<file path="src/rtl/cpu_defs_pkg.sv">
`default_nettype none
// +--------------------------------------------------------------------+
// | cpu_defs_pkg : shared CPU widths, reset vector and fetch entry type |
// | Revision 1.0                                                        |
// +--------------------------------------------------------------------+
package cpu_defs_pkg;

  localparam int XLEN = 32;
  localparam int INST_W = 32;
  localparam int PC_STEP = 4;
  localparam logic [XLEN-1:0] RESET_PC = 32'h0000_0000;

  typedef struct packed {
    logic [XLEN-1:0]   pc;
    logic [INST_W-1:0] inst;
  } fetch_entry_t;

endpackage
`default_nettype wire

</file>
<file path="src/rtl/inst_fetch_unit_if.sv">
`default_nettype none
// +--------------------------------------------------------------------+
// | inst_fetch_unit_if : ROM, decode and redirect signals of fetch      |
// | Revision 1.0                                                        |
// +--------------------------------------------------------------------+
interface inst_fetch_unit_if
  import cpu_defs_pkg::*;
#(
  parameter int ADDR_W = XLEN,
  parameter int DATA_W = INST_W
);

  logic              imem_req;
  logic [ADDR_W-1:0] imem_addr;
  logic [DATA_W-1:0] imem_rdata;
  logic              inst_valid;
  logic              inst_ready;
  logic [DATA_W-1:0] inst_data;
  logic [ADDR_W-1:0] inst_pc;
  logic              redirect_valid;
  logic [ADDR_W-1:0] redirect_pc;

  modport master (
    output imem_req, imem_addr, inst_valid, inst_data, inst_pc,
    input  imem_rdata, inst_ready, redirect_valid, redirect_pc
  );

  modport slave (
    input  imem_req, imem_addr, inst_valid, inst_data, inst_pc,
    output imem_rdata, inst_ready, redirect_valid, redirect_pc
  );

endinterface
`default_nettype wire

</file>
<file path="src/rtl/fetch_queue.sv">
`default_nettype none
// +--------------------------------------------------------------------+
// | fetch_queue : DEPTH-entry synchronous FIFO of fetch entries         |
// | Revision 1.0                                                        |
// +--------------------------------------------------------------------+
module fetch_queue
  import cpu_defs_pkg::*;
#(
  parameter int  DEPTH   = 4,
  parameter type ENTRY_T = fetch_entry_t
) (
  input  wire logic                   clk,
  input  wire logic                   rst,
  input  wire logic                   i_push,
  input  wire ENTRY_T                 i_push_data,
  input  wire logic                   i_pop,
  input  wire logic                   i_flush,
  output logic [$clog2(DEPTH):0]      o_count,
  output ENTRY_T                      o_head
);

  localparam int c_ptr_w = $clog2(DEPTH);
  localparam logic [c_ptr_w:0] c_full = (c_ptr_w + 1)'(DEPTH);

  ENTRY_T             r_mem [DEPTH];
  logic [c_ptr_w-1:0] r_wr_ptr;
  logic [c_ptr_w-1:0] r_rd_ptr;
  logic [c_ptr_w:0]   r_count;
  logic               w_do_push;
  logic               w_do_pop;

  assign w_do_push = i_push && (r_count != c_full);
  assign w_do_pop  = i_pop && (r_count != '0);

  // Flush drops every entry, including any push arriving in the same cycle.
  always_ff @(posedge clk) begin
    if (rst || i_flush) begin
      r_wr_ptr <= '0;
      r_rd_ptr <= '0;
      r_count  <= '0;
    end else begin
      if (w_do_push) r_wr_ptr <= r_wr_ptr + 1'b1;
      if (w_do_pop)  r_rd_ptr <= r_rd_ptr + 1'b1;
      case ({w_do_push, w_do_pop})
        2'b10:   r_count <= r_count + 1'b1;
        2'b01:   r_count <= r_count - 1'b1;
        default: r_count <= r_count;
      endcase
    end
  end

  // Storage is cleared on reset so the head reads as zero until first push.
  always_ff @(posedge clk) begin
    if (rst) begin
      for (int i = 0; i < DEPTH; i++) r_mem[i] <= '0;
    end else if (w_do_push && !i_flush) begin
      r_mem[r_wr_ptr] <= i_push_data;
    end
  end

  assign o_count = r_count;
  assign o_head  = r_mem[r_rd_ptr];

endmodule
`default_nettype wire

</file>
<file path="src/rtl/inst_fetch_unit.sv">
`default_nettype none
// +--------------------------------------------------------------------+
// | inst_fetch_unit : PC, ROM request issue, redirect and prefetch queue|
// | Revision 1.0                                                        |
// +--------------------------------------------------------------------+
module inst_fetch_unit
  import cpu_defs_pkg::*;
#(
  parameter int                ADDR_W   = XLEN,
  parameter int                DATA_W   = INST_W,
  parameter logic [ADDR_W-1:0] RESET_PC = ADDR_W'(cpu_defs_pkg::RESET_PC),
  parameter int                DEPTH    = 4
) (
  input wire logic          clk,
  input wire logic          rst,
  inst_fetch_unit_if.master bus
);

  typedef struct packed {
    logic [ADDR_W-1:0] pc;
    logic [DATA_W-1:0] inst;
  } entry_t;

  localparam int c_cnt_w = $clog2(DEPTH) + 1;
  localparam logic [c_cnt_w-1:0] c_depth   = c_cnt_w'(DEPTH);
  localparam logic [ADDR_W-1:0]  c_pc_step = ADDR_W'(PC_STEP);
  localparam logic [ADDR_W-1:0]  c_align   = ~ADDR_W'(3);

  logic [ADDR_W-1:0]  r_fetch_pc;
  logic [ADDR_W-1:0]  r_inflight_pc;
  logic               r_inflight;
  logic               r_kill;
  logic [c_cnt_w-1:0] w_count;
  logic               w_issue;
  logic               w_push;
  logic               w_pop;
  entry_t             w_push_entry;
  entry_t             w_head;

  // Credit check ignores a same-cycle pop, so the queue can never overflow.
  assign w_issue = !rst && !bus.redirect_valid &&
                   ((w_count + c_cnt_w'(r_inflight)) < c_depth);
  assign w_push  = r_inflight && !r_kill;
  assign w_pop   = bus.inst_valid && bus.inst_ready;

  assign w_push_entry.pc   = r_inflight_pc;
  assign w_push_entry.inst = bus.imem_rdata;

  always_ff @(posedge clk) begin
    if (rst) begin
      r_fetch_pc    <= RESET_PC;
      r_inflight_pc <= '0;
      r_inflight    <= 1'b0;
      r_kill        <= 1'b0;
    end else begin
      r_inflight <= w_issue;
      r_kill     <= bus.redirect_valid && r_inflight;
      if (w_issue) begin
        r_inflight_pc <= r_fetch_pc;
        r_fetch_pc    <= r_fetch_pc + c_pc_step;
      end else if (bus.redirect_valid) begin
        r_fetch_pc <= bus.redirect_pc & c_align;
      end
    end
  end

  fetch_queue #(
    .DEPTH   (DEPTH),
    .ENTRY_T (entry_t)
  ) u_queue (
    .clk         (clk),
    .rst         (rst),
    .i_push      (w_push),
    .i_push_data (w_push_entry),
    .i_pop       (w_pop),
    .i_flush     (bus.redirect_valid),
    .o_count     (w_count),
    .o_head      (w_head)
  );

  assign bus.imem_req   = w_issue;
  assign bus.imem_addr  = r_fetch_pc;
  assign bus.inst_valid = (w_count != '0);
  assign bus.inst_data  = w_head.inst;
  assign bus.inst_pc    = w_head.pc;

endmodule
`default_nettype wire

</file>
<file path="src/flat_wrapper.sv">
// flat-port wrapper written by rule: the top's interface ports become plain ports
module inst_fetch_unit_flat import cpu_defs_pkg::*;
#(
  parameter int                ADDR_W   = XLEN,
  parameter int                DATA_W   = INST_W,
  parameter logic [ADDR_W-1:0] RESET_PC = ADDR_W'(cpu_defs_pkg::RESET_PC),
  parameter int                DEPTH    = 4
)
  (clk, rst, bus_imem_req, bus_imem_addr, bus_inst_valid, bus_inst_data, bus_inst_pc, bus_imem_rdata, bus_inst_ready, bus_redirect_valid, bus_redirect_pc);
  inst_fetch_unit_if #(.ADDR_W(ADDR_W), .DATA_W(DATA_W)) bus_i ();
  input wire logic clk;
  input wire logic rst;
  output wire logic [$bits(bus_i.imem_req)-1:0] bus_imem_req;
  output wire logic [$bits(bus_i.imem_addr)-1:0] bus_imem_addr;
  output wire logic [$bits(bus_i.inst_valid)-1:0] bus_inst_valid;
  output wire logic [$bits(bus_i.inst_data)-1:0] bus_inst_data;
  output wire logic [$bits(bus_i.inst_pc)-1:0] bus_inst_pc;
  input wire logic [$bits(bus_i.imem_rdata)-1:0] bus_imem_rdata;
  input wire logic [$bits(bus_i.inst_ready)-1:0] bus_inst_ready;
  input wire logic [$bits(bus_i.redirect_valid)-1:0] bus_redirect_valid;
  input wire logic [$bits(bus_i.redirect_pc)-1:0] bus_redirect_pc;
  assign bus_imem_req = bus_i.imem_req;
  assign bus_imem_addr = bus_i.imem_addr;
  assign bus_inst_valid = bus_i.inst_valid;
  assign bus_inst_data = bus_i.inst_data;
  assign bus_inst_pc = bus_i.inst_pc;
  assign bus_i.imem_rdata = bus_imem_rdata;
  assign bus_i.inst_ready = bus_inst_ready;
  assign bus_i.redirect_valid = bus_redirect_valid;
  assign bus_i.redirect_pc = bus_redirect_pc;
  inst_fetch_unit #(.ADDR_W(ADDR_W), .DATA_W(DATA_W), .RESET_PC(RESET_PC), .DEPTH(DEPTH)) u_core (.clk(clk), .rst(rst), .bus(bus_i));
endmodule
</file>
<file path="config.mk">
export PLATFORM = sky130hd
export DESIGN_NAME = inst_fetch_unit_flat
export DESIGN_NICKNAME = d
export VERILOG_FILES = /design/src/rtl/cpu_defs_pkg.sv /design/src/rtl/inst_fetch_unit_if.sv /design/src/rtl/fetch_queue.sv /design/src/rtl/inst_fetch_unit.sv /design/src/flat_wrapper.sv
export SDC_FILE = /design/constraint.sdc
export NUM_CORES = 1
export LEC_CHECK = 0
export CORE_AREA = 4 4 228 119
export DETAILED_ROUTE_END_ITERATION = 12
export DIE_AREA = 0 0 232 123
export HOLD_SLACK_MARGIN = 0.15
export PLACE_DENSITY_LB_ADDON = 0.15
export SYNTH_ARGS = -nofsm -noshare
export SYNTH_HDL_FRONTEND = slang
export SYNTH_SLANG_ARGS = --single-unit
</file>
<file path="constraint.sdc">
create_clock -name clk -period 3.8 [get_ports clk]
set_input_delay 0.76 -clock clk [delete_from_list [all_inputs] [get_ports clk]]
set_output_delay 0.76 -clock clk [all_outputs]
set_load 0.01 [all_outputs]
</file>
; Word level (Yosys, flattened, before mapping)
; Memories as Yosys holds them, arrays and structs flattened. A register that Yosys moved wholly into a read port is not among the register bits.
; Cells that the tools add are included.
[op_classes]
add_sub_neg = 6
n_lt_le_gt_ge = 1
eq_ne = 3
mux = 13
reduce_logical = 16
[op_table]
columns = operator, n
row1 = 32-bit 2-to-1 mux, 2
row2 = 64-bit 2-to-1 mux, 1
row3 = 64-bit OR reduction, 1
row4 = 32-bit by 3-bit adder with 32-bit output (second input constant), 1
row5 = 1-bit logical AND, 8
row6 = 1-bit 2-to-1 mux, 6
row7 = 2-bit 2-to-1 mux, 3
row8 = 3-bit case mux with 2 select lines, 1
row9 = 2-bit by 1-bit adder with 2-bit output (second input constant), 2
row10 = 2-bit nonzero test, 2
row11 = 3-bit by 1-bit adder with 3-bit output, 1
row12 = 3-bit by 1-bit adder with 3-bit output (second input constant), 1
row13 = 1-bit logical NOT, 3
row14 = 3-bit less-than comparator (second input constant), 1
row15 = 3-bit inequality test (second input constant), 1
row16 = 3-bit nonzero test, 1
row17 = 3-bit by 1-bit subtractor with 3-bit output (second input constant), 1
row18 = 2-bit by 1-bit equality test with 1-bit output (second input constant), 1
row19 = 2-bit equality test (second input constant), 1
row20 = 1-bit logical OR, 1
[totals]
reg_bits = 73
ramBits = 256
input_bits = 68
output_inout_bits = 98
wordCells = 47
mem_count = 1
[memory_table]
columns = name, words, word_bits, rd, rd_clocked_by_memory_dff, wr, line
row1 = u_core.u_queue.r_mem, 4, 64, 1, 1, 4, fetch_queue.sv:25  ; ENTRY_T r_mem [DEPTH];

; Longest topological paths before layout
[depth]
depth_word = 9
mapped_depth = 10
ltp_nobuf = 9

; By module
; A second synthesis with hierarchy kept.
[unflattened]
cells_unflattened = 1041
hier_area_um2 = 14531.4
[by_module_without_submodules]
columns = mod, n_inst, cells_each, area_per_inst_um2, seq_area_each_um2
row1 = fetch_queue, 1, 670, 11467.2, 7867.5
row2 = inst_fetch_unit, 1, 371, 3064.2, 1241.2

; Worst setup path before layout
; OpenSTA, ideal clock, no wires.
[synth_timing]
path_kind = input -> register
startpoint = input port bus_redirect_valid
endpoint = memory u_core.u_queue.r_mem[1][0] (netlist bit) (enable)
setup_ns = 0.393
arrival_ns = 2.886
required_ns = 3.407
slack_ns = 0.520
stages = 5
path_buffers = 1
cell_sequence = clkbuf_1 > nor2_1 > nand2_1 > nor3b_1 > or2_2
[synth_rtl]
columns = item, line
row1 = from (decl), flat_wrapper.sv:20  ; input wire logic [$bits(bus_i.redirect_valid)-1:0] bus_redirect_valid;
row2 = to (decl), fetch_queue.sv:25

==> run_results.csv <==
group,metric,value,unit
floorplan,die_x,232,um
layout,drive_gt1_share,12.1,%
power_and_ir_drop,leakage,6.00,nW
clock_network,clk_pin_slew_worst_paths,0.06,ns
layout,synthToLayoutAreaGrowth,21.1,%
floorplan,dieArea,0.0285,mm^2
power_and_ir_drop,power_frac_comb,7.8,%
clock_network,clock_latency,0.54,ns
power_and_ir_drop,intPower,5.66,mW
clock_network,cts_hold_buf,0,
clock_network,cts_buffers,29,
timing,setup_tns,0,ns
clock_network,h-tree-depth,1,
worst_setup_path,critPathCaptureType,"output pin",
worst_setup_path,cp_max_fo,21,
floorplan,core_region_area,0.0249,mm^2
place,hpwl,19.4,mm
drt,wl,32.8,mm
floorplan,rows,41,
power_and_ir_drop,swShare,22.1,%
logic_synthesis,synth_seq_cells,323,
worst_setup_path,worst-path-stages,3,
power_and_ir_drop,power_density,432,mW/mm^2
worst_setup_path,critical_path_arrival,2.60,ns
power_and_ir_drop,clkPwrFrac,36.8,%
logic_synthesis,synth_cells,1001,
timing,fin_crit_sh,88.5,%
layout,layout.nets,1223,
place,dp_slack,0.874,ns
drt,drc_errors,0,
global_routing,grt_pass1_wl,51.4,mm
timing,drv_slew,0,
floorplan,dieHeight,123,um
place,io_buffers,161,
worst_setup_path,cp.required,3.04,ns
global_routing,antenna_found_initial,0,
power_and_ir_drop,p_sw,1.61,mW
clock_network,post_cts_buffers,0,
logic_synthesis,avgSynthCellArea,13.9,um^2
drt,vias,8760,
global_routing,grtUsageTotal,23.4,%
clock_network,cts_root_buf,"clkbuf_16",
drt,first_pass_iters,5,
worst_setup_path,startpoint_type,"flop",
job,maxCapViolations,0,
power_and_ir_drop,ir_worst_vdd,0.303,mV
place,gp_congestion,0.778,
worst_setup_path,regToRegSetupSlack,1.18,ns
global_routing,grt_max_degree,63,
worst_setup_path,path_delay_family,"buffers and inverters",
layout,layout_commonest_cell,"edfxtp_1",
logic_synthesis,yosysSeqAreaShare,64.7,%
worst_setup_path,r2r-end,"u_core.bus.imem_addr[28]",
timing,post-route-min-period,3.36,ns
worst_setup_path,timing.rr.start,"u_core.bus.imem_addr[2]",
worst_setup_path,rr_worst_depth,6,
drt,avgRoutedWirePerCell,21.7,um
floorplan,io_pins,166,
timing,rsz0062_at_grt,"false",
worst_setup_path,critPathMaxStageDelay,0.65,ns
worst_setup_path,critPathSlowestCell,"dfxtp_4",
logic_synthesis,syn-cell-area,0.0139,mm^2
timing,tightest_slew,0.738,ns
timing,maxSlewHeadroom,50.8,%
layout,layout.cells.most_common_list,"edfxtp_1 (252), and2_1 (188), clkdlybuf4s50_1 (160)",
drt,viasPerCell,5.77,
timing,worst_slack,0.436,ns
timing,setup_viol,0,
drt,drtIter0Drc,693,
worst_setup_path,path_buf_inv,2,
logic_synthesis,ys_types,45,
logic_synthesis,yosys_warnings,0,
layout,antenna_cells,0,
clock_network,cts_tree,"built",
clock_network,cts.sinks,323,
power_and_ir_drop,seqPwrFrac,55.4,%
worst_setup_path,crit_end,"bus_inst_data[5]",
drt,ant_nets,0,
floorplan,start_util,55.7,%
timing,worst_clock_skew,0.00678,ns
timing,hold_viol,0,
clock_network,cts_resized,0,
worst_setup_path,path_cells,"buf_4 -> mux4_2 -> clkdlybuf4s50_1",
outcome,outcome,"finished clean",
timing,clock.fmax,0.297,GHz
clock_network,clk_path_buf_depth,3,
worst_hold_path,hold_class,"reg2reg",
worst_setup_path,critPathKind,"reg2out",
global_routing,grt_pass1_vias,9096,
global_routing,overflow,0,
[metal layers]
metal / GRT usage (%) / wire [um]
met2: 39.3 / 15800
met3: 4.65 / 2200
met4: 4.55 / 479
met1: 32.4 / 14300
met5: 1.39 / 48
[sequential cells by signal, indices dropped and copies added (netlist names), named ones only]
register                 cells
u_core.u_queue.r_rd_ptr      2
u_core.r_inflight_pc        30
u_core.u_queue.o_count       3
u_core.r_kill                1
u_core.bus.imem_addr        30
u_core.u_queue.r_wr_ptr      2
u_core.r_inflight            1
u_core.u_queue.r_mem       252
[worst min-delay path by stage]
stage,start,end,cells after the start
finish,u_core.r_inflight_pc[13],u_core.r_inflight_pc[13],2
global route,u_core.r_inflight_pc[16],u_core.r_inflight_pc[16],2
CTS,u_core.r_inflight_pc[13],u_core.r_inflight_pc[13],2
detailed placement,u_core.r_inflight_pc[13],u_core.r_inflight_pc[13],2
global placement,u_core.r_inflight_pc[26],u_core.r_inflight_pc[26],2
floorplan,u_core.r_inflight,u_core.r_kill,2
[worst reg2reg max path: stages (launching register included)]
cell and delay (ns):
dfxtp_1 0.54, ha_1 0.25, and3_1 0.32, nand2_1 0.07, or4_1 0.58, or4_1 0.52
a311oi_1 0.26
[through the flow]
step	hold slack [ns]	utilization, %	total power, mW	cells	area, um^2
after floorplan	0.430	-	4.33	1006	13900
after global placement	0.469	64.1	4.65	1465	16000
after detailed placement	0.478	64.1	4.67	1465	16000
after CTS	0.485	67.5	7.32	1517	16800
after global routing	0.506	67.5	7.53	1517	16800
final	0.487	67.5	7.27	1517	16800
[synthesized netlist by cell type]
library cell  count  area, um^2
a211oi_1         12        90.1
a21oi_1          36         180
a311oi_1         12         105
a31oi_1           2        12.5
a32oi_1           2        17.5
a41o_1            1        10.0
and2_1          188        1180
and3_1           63         394
and4_1            2        17.5
and4_4            2        22.5
buf_1             2        7.51
buf_2             3        15.0
buf_4             3        22.5
clkbuf_1         62         233
clkbuf_4          1        7.51
clkinv_1          1        3.75
conb_1            1        3.75
dfxtp_1          71        1420
edfxtp_1        252        7570
fa_1              1        20.0
ha_1              2        25.0
inv_1             8        30.0
inv_2             1        3.75
mux2_2            1        11.3
mux4_2           63        1420
nand2_1          82         308
nand2_2           1        6.26
nand3_1          12        60.1
nand3b_1          1        7.51
nand4_1           6        37.5
nand4_4           1        21.3
nor2_1           35         131
nor3_1            6        30.0
nor3b_1           2        15.0
nor4_1            5        31.3
nor4b_1           1        8.76
o21ai_0          10        50.1
o311ai_0          4        35.0
o31ai_1           2        15.0
or2_2             4        25.0
or3_1             9        56.3
or3_2             1        7.51
or4_1             5        37.5
xnor2_1          13         114
xor2_1            9        78.8
[power by group through the flow]
stage | clock [mW] | sequential [mW] | combinational (mW)
CTS | 2.72 | 4.02 | 0.574
global route | 2.89 | 4.04 | 0.608
detailed placement | 0 | 4.10 | 0.571
finish | 2.68 | 4.02 | 0.567
global placement | 0 | 4.09 | 0.567
floorplan | 0 | 4.08 | 0.246
[layout make-up]
cell class / count / area, um^2
flip-flops and latches: 323 / 9000
fillers: 1816 / 8100
multi-input cells: 602 / 4660
repair buffers: 186 / 1870
clock buffers: 41 / 791
well taps: 344 / 430
clock inverters: 11 / 47.5
inverters: 10 / 37.5
[logic make-up (layout without fill, tap and decap cells)]
logic type	after synthesis	in the layout	share of synthesized area, %
fa+ha+maj	3	3	0.324
buf+inv	81	248	2.32
xor+xnor	22	22	1.39
mux	64	64	10.3
flops	323	323	64.7
other cells	1	6	0.0270
simple gates	426	426	17.2
compound gates	81	81	3.71
Note: power is estimated with default switching activity, not from simulation.
==> patch (config.mk and constraints unchanged) <==
`DEPTH` is set to 4 in 3 places; all go to 2.
--- a/src/rtl/fetch_queue.sv
+++ b/src/rtl/fetch_queue.sv
@@ -6,7 +6,7 @@
 module fetch_queue
   import cpu_defs_pkg::*;
 #(
-  parameter int  DEPTH   = 4,
+  parameter int  DEPTH   = 2,
   parameter type ENTRY_T = fetch_entry_t
 ) (
   input  wire logic                   clk,
--- a/src/rtl/inst_fetch_unit.sv
+++ b/src/rtl/inst_fetch_unit.sv
@@ -9,7 +9,7 @@
   parameter int                ADDR_W   = XLEN,
   parameter int                DATA_W   = INST_W,
   parameter logic [ADDR_W-1:0] RESET_PC = ADDR_W'(cpu_defs_pkg::RESET_PC),
-  parameter int                DEPTH    = 4
+  parameter int                DEPTH    = 2
 ) (
   input wire logic          clk,
   input wire logic          rst,
--- a/src/flat_wrapper.sv
+++ b/src/flat_wrapper.sv
@@ -4,7 +4,7 @@
   parameter int                ADDR_W   = XLEN,
   parameter int                DATA_W   = INST_W,
   parameter logic [ADDR_W-1:0] RESET_PC = ADDR_W'(cpu_defs_pkg::RESET_PC),
-  parameter int                DEPTH    = 4
+  parameter int                DEPTH    = 2
 )
   (clk, rst, bus_imem_req, bus_imem_addr, bus_inst_valid, bus_inst_data, bus_inst_pc, bus_imem_rdata, bus_inst_ready, bus_redirect_valid, bus_redirect_pc);
   inst_fetch_unit_if #(.ADDR_W(ADDR_W), .DATA_W(DATA_W)) bus_i ();
Formal check against the unedited RTL: not equivalent (Yosys sat finds a counterexample within 4 cycles, from zero or initial values and one cycle with rst high).
==> patch against the original RTL <==
Design area decreased by 34%; count of clock-buffer cells in the layout decreased by 19; worst setup slack improved by 0.26 ns; power decreased by 38%; area after synthesis decreased by 38%; critical path depth increased by 2; wire length decreased by 32%; sequential share of layout area decreased by 7.6 points; global-route usage decreased by 7.2 points; sequential cell count decreased by 132; via count decreased by 32%; synthesized cell count decreased by 28%; critical path type is now input port to primary output.
==> patch: results (changes against the original RTL) <==
status: completed
multi-input logic portion of the cell area: 29.50% (+1.8 points)
period utilisation layout: 81.78% (-6.7 points)
LEAKAGE: 0.004079 uW (-32%)
CP max stage cell: clkdlybuf4s50_1
NonClk Buf Share: 15.44% (+4.3 points)
Signal inverters: 11 (+1)
vias per inst: 4.832 (-16%)
Seq pwr share: 52.6% (-2.8 points)
#MultiIn Comb: 476 (-21%)
commonest cells in the netlist: and2_1, edfxtp_1, nand2_1
CTS H-Tree Depth: 4 (+3)
routed wire length: 22370 um (-32%)
syn_area_per_cell: 11.84 um2 (-15%)
WP data arrival: 2.35 ns (-0.25 ns)
Clock buf/inv share: 4.969% (-0.012 points)
IO buf count: 159 (-1.2%)
Hold Path Sink: u_core.r_inflight_pc[21]
clkbuf count: 22 (-46%)
worst skew pair latency: 0.45 ns (-0.09 ns)
gpl congestion: 0.8069 (+3.8%)
RR Endpoint: u_core.bus.imem_addr[16]
Int Pwr: 3446 uW (-39%)
Detailed Place HPWL: 14240 um (-26%)
number of global-route vias before repair: 6036 (-34%)
## patch: cell count changes in the layout (fill, tap and decap cells not counted), sizes merged, moves of 11 or more
cell,delta
a21oi,-21
a311oi,-11
and2,-57
and3,-59
buf,-14
clkbuf,-19
edfxtp,-128
mux2,+63
mux4,-63
nand3b,+25
nor2,-13
## patch: metal layers
| metal | part of all wire (%) | wire length, um | global-route usage, % | up-vias |
|---|---|---|---|---|
| met5 | 0 | 0 | 0 | - |
| met4 | 1.7 | 375 | 4.700 | 0 |
| met3 | 4.8 | 1063 | 4.650 | 30 |
| met2 | 46 | 10190 | 25.26 | 139 |
| met1 | 48 | 10740 | 22.09 | 2907 |
| li1 | - | - | - | 2838 |
## patch: worst reg2reg max path, stage by stage, from the launching register on
cell     delay (ns)
dfxtp_1        0.51
ha_1           0.31
nand4_1        0.26
nor2_2         0.28
nand4_1        0.21
or3_1          0.37
a31oi_1        0.16
